## src/rtl/pool_pkg.sv

```systemverilog
// Shared definitions for the 2x2 pooling window feeder.
//   POOL_DATA_W  : default pixel width
//   pool_state_t : feeder FSM states (ACCEPT -> ISSUE -> DRAIN)
package pool_pkg;

    localparam int POOL_DATA_W = 16;

    typedef enum logic [1:0] {
        ST_ACCEPT = 2'd0,
        ST_ISSUE  = 2'd1,
        ST_DRAIN  = 2'd2
    } pool_state_t;

endpackage

```

## src/rtl/pool_line_buf.sv

```systemverilog
// One-row line buffer holding the even-row pixels of the current row pair.
// Ports:
//   clk                      : clock
//   wr_en / wr_addr / wr_data : synchronous write port
//   rd_addr_a / rd_data_a    : combinational read port (left column of window)
//   rd_addr_b / rd_data_b    : combinational read port (right column of window)
// Contents are not reset; every location is rewritten before it is read.
module pool_line_buf
    import pool_pkg::*;
#(
    parameter int IMG_W  = 28,
    parameter int DATA_W = POOL_DATA_W,
    parameter int AW     = 5
) (
    input  logic              clk,
    input  logic              wr_en,
    input  logic [AW-1:0]     wr_addr,
    input  logic [DATA_W-1:0] wr_data,
    input  logic [AW-1:0]     rd_addr_a,
    output logic [DATA_W-1:0] rd_data_a,
    input  logic [AW-1:0]     rd_addr_b,
    output logic [DATA_W-1:0] rd_data_b
);

    logic [DATA_W-1:0] mem [IMG_W];

    always_ff @(posedge clk) begin
        if (wr_en) begin
            mem[wr_addr] <= wr_data;
        end
    end

    assign rd_data_a = mem[rd_addr_a];
    assign rd_data_b = mem[rd_addr_b];

endmodule

```

## src/rtl/pool_window_feeder.sv

```systemverilog
// Collects a raster-order feature map into 2x2 windows, hands each window to
// an external pooling unit, and forwards the pooled result downstream.
// Ports:
//   clk, rst                 : clock, synchronous active-high reset
//   in_valid/in_ready/in_pixel : raster pixel input
//   pool_start, pool_win00..11 : window to pooling unit (TL, TR, BL, BR)
//   pool_finish, pool_pixel   : pooling result
//   out_valid/out_ready/out_pixel/out_last : pooled pixel output
// Optional (macro POOL_FEEDER_STATUS_EN):
//   frame_done : one-cycle pulse on the out_last handshake
//   frame_cnt  : 16-bit count of completed frames
// Handshake: a transfer happens on a rising edge where valid and ready are
// both 1; a producer holds its data stable while valid=1 and ready=0.
module pool_window_feeder
    import pool_pkg::*;
#(
    parameter int IMG_W  = 28,
    parameter int IMG_H  = 28,
    parameter int DATA_W = POOL_DATA_W
) (
    input  logic              clk,
    input  logic              rst,
    input  logic              in_valid,
    output logic              in_ready,
    input  logic [DATA_W-1:0] in_pixel,
    output logic              pool_start,
    output logic [DATA_W-1:0] pool_win00,
    output logic [DATA_W-1:0] pool_win01,
    output logic [DATA_W-1:0] pool_win10,
    output logic [DATA_W-1:0] pool_win11,
    input  logic              pool_finish,
    input  logic [DATA_W-1:0] pool_pixel,
    output logic              out_valid,
    input  logic              out_ready,
    output logic [DATA_W-1:0] out_pixel,
    output logic              out_last
`ifdef POOL_FEEDER_STATUS_EN
    ,
    output logic              frame_done,
    output logic [15:0]       frame_cnt
`endif
);

    localparam int AW = (IMG_W > 1) ? $clog2(IMG_W) : 1;
    localparam int RW = (IMG_H > 1) ? $clog2(IMG_H) : 1;

    if ((IMG_W < 2) || ((IMG_W % 2) != 0)) begin : g_bad_img_w
        $error("IMG_W must be even and at least 2");
    end
    if ((IMG_H < 2) || ((IMG_H % 2) != 0)) begin : g_bad_img_h
        $error("IMG_H must be even and at least 2");
    end

    pool_state_t state_q, state_d;

    logic [AW-1:0]     col_q;
    logic [RW-1:0]     row_q;
    logic [DATA_W-1:0] left_q;
    logic              last_win_q;
    logic              accept;
    logic              win_done;
    logic              col_end;
    logic              row_end;
    logic [DATA_W-1:0] line_a;
    logic [DATA_W-1:0] line_b;

    assign accept   = in_valid && in_ready;
    assign col_end  = (col_q == AW'(IMG_W - 1));
    assign row_end  = (row_q == RW'(IMG_H - 1));
    // An odd-row, odd-column pixel is the bottom-right corner of a window.
    assign win_done = accept && row_q[0] && col_q[0];

    // Even rows fill the line buffer; odd rows read it back as the window top.
    pool_line_buf #(
        .IMG_W  (IMG_W),
        .DATA_W (DATA_W),
        .AW     (AW)
    ) u_line_buf (
        .clk       (clk),
        .wr_en     (accept && !row_q[0]),
        .wr_addr   (col_q),
        .wr_data   (in_pixel),
        .rd_addr_a (col_q - AW'(1)),
        .rd_data_a (line_a),
        .rd_addr_b (col_q),
        .rd_data_b (line_b)
    );

    // FSM state register
    always_ff @(posedge clk) begin
        if (rst) begin
            state_q <= ST_ACCEPT;
        end else begin
            state_q <= state_d;
        end
    end

    // FSM next state and state-decoded outputs
    always_comb begin
        state_d    = state_q;
        in_ready   = 1'b0;
        pool_start = 1'b0;
        out_valid  = 1'b0;
        case (state_q)
            ST_ACCEPT: begin
                in_ready = 1'b1;
                if (win_done) begin
                    state_d = ST_ISSUE;
                end
            end
            ST_ISSUE: begin
                pool_start = 1'b1;
                if (pool_finish) begin
                    state_d = ST_DRAIN;
                end
            end
            ST_DRAIN: begin
                out_valid = 1'b1;
                if (out_ready) begin
                    state_d = ST_ACCEPT;
                end
            end
            default: begin
                state_d = ST_ACCEPT;
            end
        endcase
    end

    // Datapath: counters, left register, window and result registers
    always_ff @(posedge clk) begin
        if (rst) begin
            col_q      <= '0;
            row_q      <= '0;
            left_q     <= '0;
            last_win_q <= 1'b0;
            pool_win00 <= '0;
            pool_win01 <= '0;
            pool_win10 <= '0;
            pool_win11 <= '0;
            out_pixel  <= '0;
            out_last   <= 1'b0;
        end else begin
            if (accept) begin
                if (col_end) begin
                    col_q <= '0;
                    row_q <= row_end ? '0 : row_q + RW'(1);
                end else begin
                    col_q <= col_q + AW'(1);
                end
                if (row_q[0] && !col_q[0]) begin
                    left_q <= in_pixel;
                end
            end
            if (win_done) begin
                pool_win00 <= line_a;
                pool_win01 <= line_b;
                pool_win10 <= left_q;
                pool_win11 <= in_pixel;
                last_win_q <= row_end && col_end;
            end
            if ((state_q == ST_ISSUE) && pool_finish) begin
                out_pixel <= pool_pixel;
                out_last  <= last_win_q;
            end else if ((state_q == ST_DRAIN) && out_ready) begin
                out_last <= 1'b0;
            end
        end
    end

`ifdef POOL_FEEDER_STATUS_EN
    assign frame_done = out_valid && out_ready && out_last;

    always_ff @(posedge clk) begin
        if (rst) begin
            frame_cnt <= '0;
        end else if (frame_done) begin
            frame_cnt <= frame_cnt + 16'd1;
        end
    end
`endif

endmodule

```

## config.mk

```make
export PLATFORM = sky130hd
export DESIGN_NAME = pool_window_feeder
export DESIGN_NICKNAME = d
export VERILOG_FILES = /design/src/rtl/pool_pkg.sv /design/src/rtl/pool_line_buf.sv /design/src/rtl/pool_window_feeder.sv
export SDC_FILE = /design/constraint.sdc
export NUM_CORES = 1
export LEC_CHECK = 0
export BUFFER_PORTS_ARGS = -buffer_cell sky130_fd_sc_hd__buf_2
export CORE_ASPECT_RATIO = 0.5
export CORE_MARGIN = 1.5
export CORE_UTILIZATION = 50
export CTS_CLUSTER_DIAMETER = 50
export DETAILED_ROUTE_END_ITERATION = 7
export GPL_TIMING_DRIVEN = 0
export HOLD_SLACK_MARGIN = 0.03
export PLACE_DENSITY = 0.73
export SYNTH_ARGS = -nofsm -noshare
export SYNTH_HDL_FRONTEND = slang
export SYNTH_SLANG_ARGS = --single-unit
```

## constraint.sdc

```tcl
create_clock -name clk -period 3.9 [get_ports clk]
set_input_delay 0.78 -clock clk [delete_from_list [all_inputs] [get_ports clk]]
set_output_delay 0.78 -clock clk [all_outputs]
set_load 0.01 [all_outputs]
```

-- Word level (Yosys, flattened, before mapping)
Memory sizes are Yosys's and may differ from the RTL's. A register that Yosys moved wholly into a read port is not among the register bits.
Cells that the tools add are included.
- bits in registers: 78
- RAM bits: 448
- input port bits: 37
- output and inout bits: 84
- word-level logic and storage cells: 48
- memories kept: 1
- add/subtract/negate cells: 3
- equality and inequality tests: 7
- multiplexer cells: 13
- reductions and logical operators: 15
- memory list (memory ; depth ; width ; read ports ; clocked after memory_dff ; write ports ; RTL line ; text):
    u_line_buf.mem ; 28 ; 16 ; 2 ; 2 ; 1 ; pool_line_buf.sv:25 ; logic [DATA_W-1:0] mem [IMG_W];
- operator list (kind ; count):
    adder 5 x 1 -> 5 bit (second input constant) ; 2
    == test 5 bit (second input constant) ; 2
    2-to-1 mux 5 bit ; 2
    logical AND 1 bit ; 8
    2-to-1 mux 1 bit ; 7
    2-to-1 mux 2 bit ; 3
    != test 2 bit (second input constant) ; 3
    case mux 2 bit (3 select lines) ; 1
    subtractor 5 x 1 -> 5 bit (second input constant) ; 1
    AND reduction 2 bit ; 2
    AND reduction 3 bit ; 1
    == test 2 x 1 -> 1 bit (second input constant) ; 1
    == test 2 bit (second input constant) ; 1
    zero test 1 bit ; 2
    zero test 2 bit ; 1
    nonzero test 2 bit ; 1

-- Longest topological paths before layout
- depth in word-level cells: 7
- mapped depth: 14
- mapped depth without buffers: 7

-- Modules after synthesis
Synthesis repeated with hierarchy kept, for this count alone.
- cells, all modules: 1843
- area total of the unflattened synthesis: 25627.1 um2
- modules (own cells, without submodules) (module ; times used ; cells an instance ; area an instance (um2) ; sequential area each (um2)):
    pool_line_buf ; 1 ; 1311 ; 21284.2 ; 13452.9
    pool_window_feeder ; 1 ; 532 ; 4342.9 ; 2202.1

-- Worst setup path before layout
OpenSTA, ideal clock, no wires.
- path type: input -> register
- from: input port in_valid
- to: memory u_line_buf.mem[6][0] (netlist name) (enable)
- setup time: 409 ps
- arrival time: 2806 ps
- setup slack: 685 ps
- cell stages on the path: 4
- cells stage by stage: nor3b_2 -> nor2b_1 -> nand2_1 -> nor3_1
- word-level cells in the longest chain between the ends: 4
- ends and longest elaborated chain (what ; RTL line ; text):
    start: declaration ; pool_window_feeder.sv:23 ; input logic in_valid,
    logical AND 1 bit ; pool_window_feeder.sv:67 ; assign accept = in_valid && in_ready;
    logical AND 1 bit ; pool_window_feeder.sv:80 ; .wr_en (accept && !row_q[0]),
    2-to-1 mux 1 bit ; pool_line_buf.sv:28 ; if (wr_en) begin
    2-to-1 mux 1 bit (implied by the code) ; pool_line_buf.sv:29 ; mem[wr_addr] <= wr_data;
    end: declaration ; pool_line_buf.sv:25 ;
Every way passes these cells.

-- Worst setup path after layout
- from: register col_q[1]
- to: register pool_win00[3] (read register of u_line_buf.mem)
- word-level cells in the longest chain between the ends: 1
- ends and longest elaborated chain (what ; RTL line ; text):
    start: declaration ; pool_window_feeder.sv:56 ; logic [AW-1:0] col_q;
    start signal: assignment ; pool_window_feeder.sv:148 ; col_q <= col_q + AW'(1);
    subtractor 5 x 1 -> 5 bit ; pool_window_feeder.sv:83 ; .rd_addr_a (col_q - AW'(1)),
    end: declaration ; pool_window_feeder.sv:27 ; output logic [DATA_W-1:0] pool_win00,
Every way passes these cells.
A chain may end at the register's enable or synchronous reset.

==> results.yml <==
pwr:
  p_clk_frac: 0.380
  ir_drop_mv: 0.365
  leakagePower_nw: 9.24
  switching_share: 0.245
  power_mw: 13.0
  pwr-share-seq: 0.496
  p_per_area_mw_per_mm2: 457
  internal_power_mw: 9.85
  comb_power_share: 0.124
  power_switching_mw: 3.20
cells_and_area:
  antenna_cells: 0
  final_nets: 1788
  finalInstanceArea_mm2: 0.0285
  fin_util: 0.586
  nFillCells: 3588
  areaGrowthSynthToFinish_pct: 15.2
  drive_above_1_share: 0.318
  finalNonFillerCells: 2435
sta:
  max_clock_freq_ghz: 0.258
  finalCriticalPeriod_ns: 3.88
  tightestPinTransition_ns: 1.26
  layout_setup_ws_ns: 0.0223
  hold_viol_final: 0
  fin_hold_ws_ns: 0.439
  drv_slew: 0
  skew_ns: 0.0246
  timing.final.crit_share: 0.994
  setup_viol: 0
  maxSlewHeadroom: 0.161
  finalSetupTns_ns: 0
yosys:
  synth_area_leaders: "edfxtp_1, mux4_2, dfxtp_1, mux2i_1, nand2_1"
  syn_area_per_cell_um2: 16.0
  synth_warnings: 0
  synth_edf_count: 448
  yosys.area.top_type: "edfxtp_1"
  synth.top_cell.area_share: 0.543
  ys_seq_area_frac: 0.632
  synth-main-ff-cell: "edfxtp_1"
  syn_nets: 1591
  synth_cells: 1549
  synthDistinctLibCells: 55
  ys_seq_elements: 558
  synth_area_mm2: 0.0248
  synthArstFlopShare: 0
worst_setup_path:
  path_class: "flip-flop to flip-flop"
  worst_ep_arrival_time_ns: 4.32
  slowest_delay_ns: 0.38
  endpoint_kind: "flip-flop"
  critical_path.slowest_cell: "dfxtp_1"
  crit_top_cell: "buf_2"
  crit_family: "buffers and inverters"
  cp_data_required_time_ns: 4.34
  critPathMaxFanout: 19
  crit_buf_inv: 7
  critPathLaunchType: "flip-flop"
  worstPathCellList: "buf_2 -> buf_6 -> buf_8 -> inv_1 -> ha_1 -> buf_2 -> buf_2 -> clkbuf_4 -> mux4_2 -> mux2i_1 -> a21oi_1 -> nor3_2 -> a211oi_2"
floorplan:
  die_h_um: 160
  fp.dieW_um: 318
  row_count: 57
  initial_utilization: 0.508
  coreArea_mm2: 0.0487
  dieArea_mm2: 0.0509
  num_io_pins: 121
grt:
  grt.total_usage: 0.292
  grt_pass1_wl_um: 108000
  grt_overflow: 0
  grt_pass1_vias: 16000
  grt_max_degree: 31
  antenna_found_initial: 2
hold_path:
  hold_path.class: "primary input to flip-flop"
placement:
  place_area_mm2: 0.0268
  io_buffers: 119
  place.gp.congestion: 0.955
  pre_cts_ws_ns: -1.12
  place_hpwl_um: 51500
  place_inst: 2345
detailed_routing:
  routed_wl_um: 74300
  antenna_left: 0
  first_iter_violations: 2557
  wl_per_cell_um: 30.5
  dr_total_vias: 16300
  first_pass_iters: 6
  viasPerCell: 6.71
  drcViolationCount: 0
cts:
  cts_setup_buffers: 0
  clock-root-buffer: "clkbuf_16"
  cts_inserted_buffers: 49
  clk_pin_slew_worst_paths_ns: 0.07
  cts_sinks: 558
  clockBufferDepth: 3
  cts_tree: "yes"
  clkLatencyLatePin_ns: 0.59
  htree_levels: 2
  ctsHoldBuffers: 0
flow_run:
  drv_cap: 0
run_status:
  status: "finished clean"
## power groups by stage
stage	logic, mW	registers [mW]	clock network (mW)
6_report	1.61	6.47	4.96
4_1_cts	1.56	6.47	4.97
5_1_grt	1.67	6.47	5.20
3_5_place_dp	1.54	6.60	0
2_1_floorplan	0.999	6.60	0
3_3_place_gp	1.51	6.60	0
## cell families (layout without fill, tap and decap cells)
group | count (synthesis) | count (layout) | synth area share
adders and majority gates | 5 | 5 | 0.00253
xor gates and xnor gates | 4 | 4 | 0.00172
and+or+nand+nor | 359 | 359 | 0.0650
AOI/OAI and AO/OA | 205 | 205 | 0.0543
DFF | 558 | 558 | 0.632
muxes | 301 | 301 | 0.220
buffers and inverters | 117 | 354 | 0.0241
## final cells by class
class | count | area [µm²] | share of cell area
Clock inverter | 22 | 205 | 0.00719
Buffer | 114 | 621 | 0.0218
Timing Repair Buffer | 147 | 1130 | 0.0395
Multi-Input combinational cell | 874 | 8680 | 0.304
Clock buffer | 69 | 1420 | 0.0497
Inverter | 2 | 11.3 | 0.000395
Sequential cell | 558 | 15700 | 0.549
Tap cell | 649 | 812 | 0.0285
## worst min-delay path: stages
cell and delay, ns:
buf_2 0.09, nand2_1 0.04, a21oi_1 0.05
## final timing paths
kind,cells past startpoint,startpoint,endpoint,slack [ns]
setup / recovery,13,col_q[1]$_SDFFE_PP0N_,pool_win00[3]$_SDFFE_PP0P_,0.02
hold / removal,3,pool_pixel[6],out_pixel[6]$_SDFFE_PP0P_,0.44
setup reg to reg,13,col_q[1]$_SDFFE_PP0N_,pool_win00[3]$_SDFFE_PP0P_,0.02
hold reg to reg,2,pool_win10[6]$_SDFFE_PP0P_,pool_win10[6]$_SDFFE_PP0P_,0.45
## metal layers
layer	wire length [µm]	vias up	GRT usage
met3	11200	152	0.101
met2	33000	1374	0.440
met5	13	-	0
met1	28000	8215	0.408
met4	1990	2	0.0758
li1	-	6593	-
## registers in the layout, summed over array words and instances, names as in the netlist
signal          cells
last_win_q          1
row_q               5
left_q             16
state_q             2
pool_win01         16
col_q               5
pool_win10         16
out_last            1
u_line_buf.mem    448
out_pixel          16
pool_win11         16
pool_win00         16
## layout by cell type (no fill, tap or decap), drive strengths merged, types with 17 or more instances in the layout
cell type | netlist | layout
clkbuf | 49 | 117
mux4 | 193 | 193
a211oi | 18 | 18
nor3 | 34 | 34
mux2i | 91 | 91
a22oi | 21 | 21
nand3 | 22 | 22
mux2 | 17 | 17
dfxtp | 110 | 110
edfxtp | 448 | 448
or3 | 18 | 18
buf | 66 | 213
a21oi | 108 | 108
nor2 | 88 | 88
nand2 | 160 | 160
## cell usage after synthesis (2+ instances only)
cell,instances
nor3_1,34
a311oi_1,5
nand2b_1,5
o21ai_0,2
mux4_2,193
nor3b_1,2
nand3_1,21
a211oi_1,7
edfxtp_1,448
buf_4,22
ha_1,5
nor2b_1,11
a221oi_1,7
buf_1,5
clkbuf_1,49
o2111ai_1,11
o211ai_1,3
mux2i_1,91
nand2_1,160
nand4bb_1,2
and3_1,6
a22oi_1,21
nor2_1,87
buf_6,4
and2_1,3
a32o_1,3
mux2_2,17
a22o_1,2
a31oi_1,2
xnor2_1,2
nand4b_1,2
dfxtp_1,110
o21ai_1,2
a211oi_2,11
o22ai_1,16
buf_2,35
a21oi_1,108
or3_1,18
## repair_timing
item,CTS,global route
setup endpoints to repair,16,16
endpoints found under the hold margin,0,0
gates resized for setup,18,18
(Power assumes the default switching activity.)
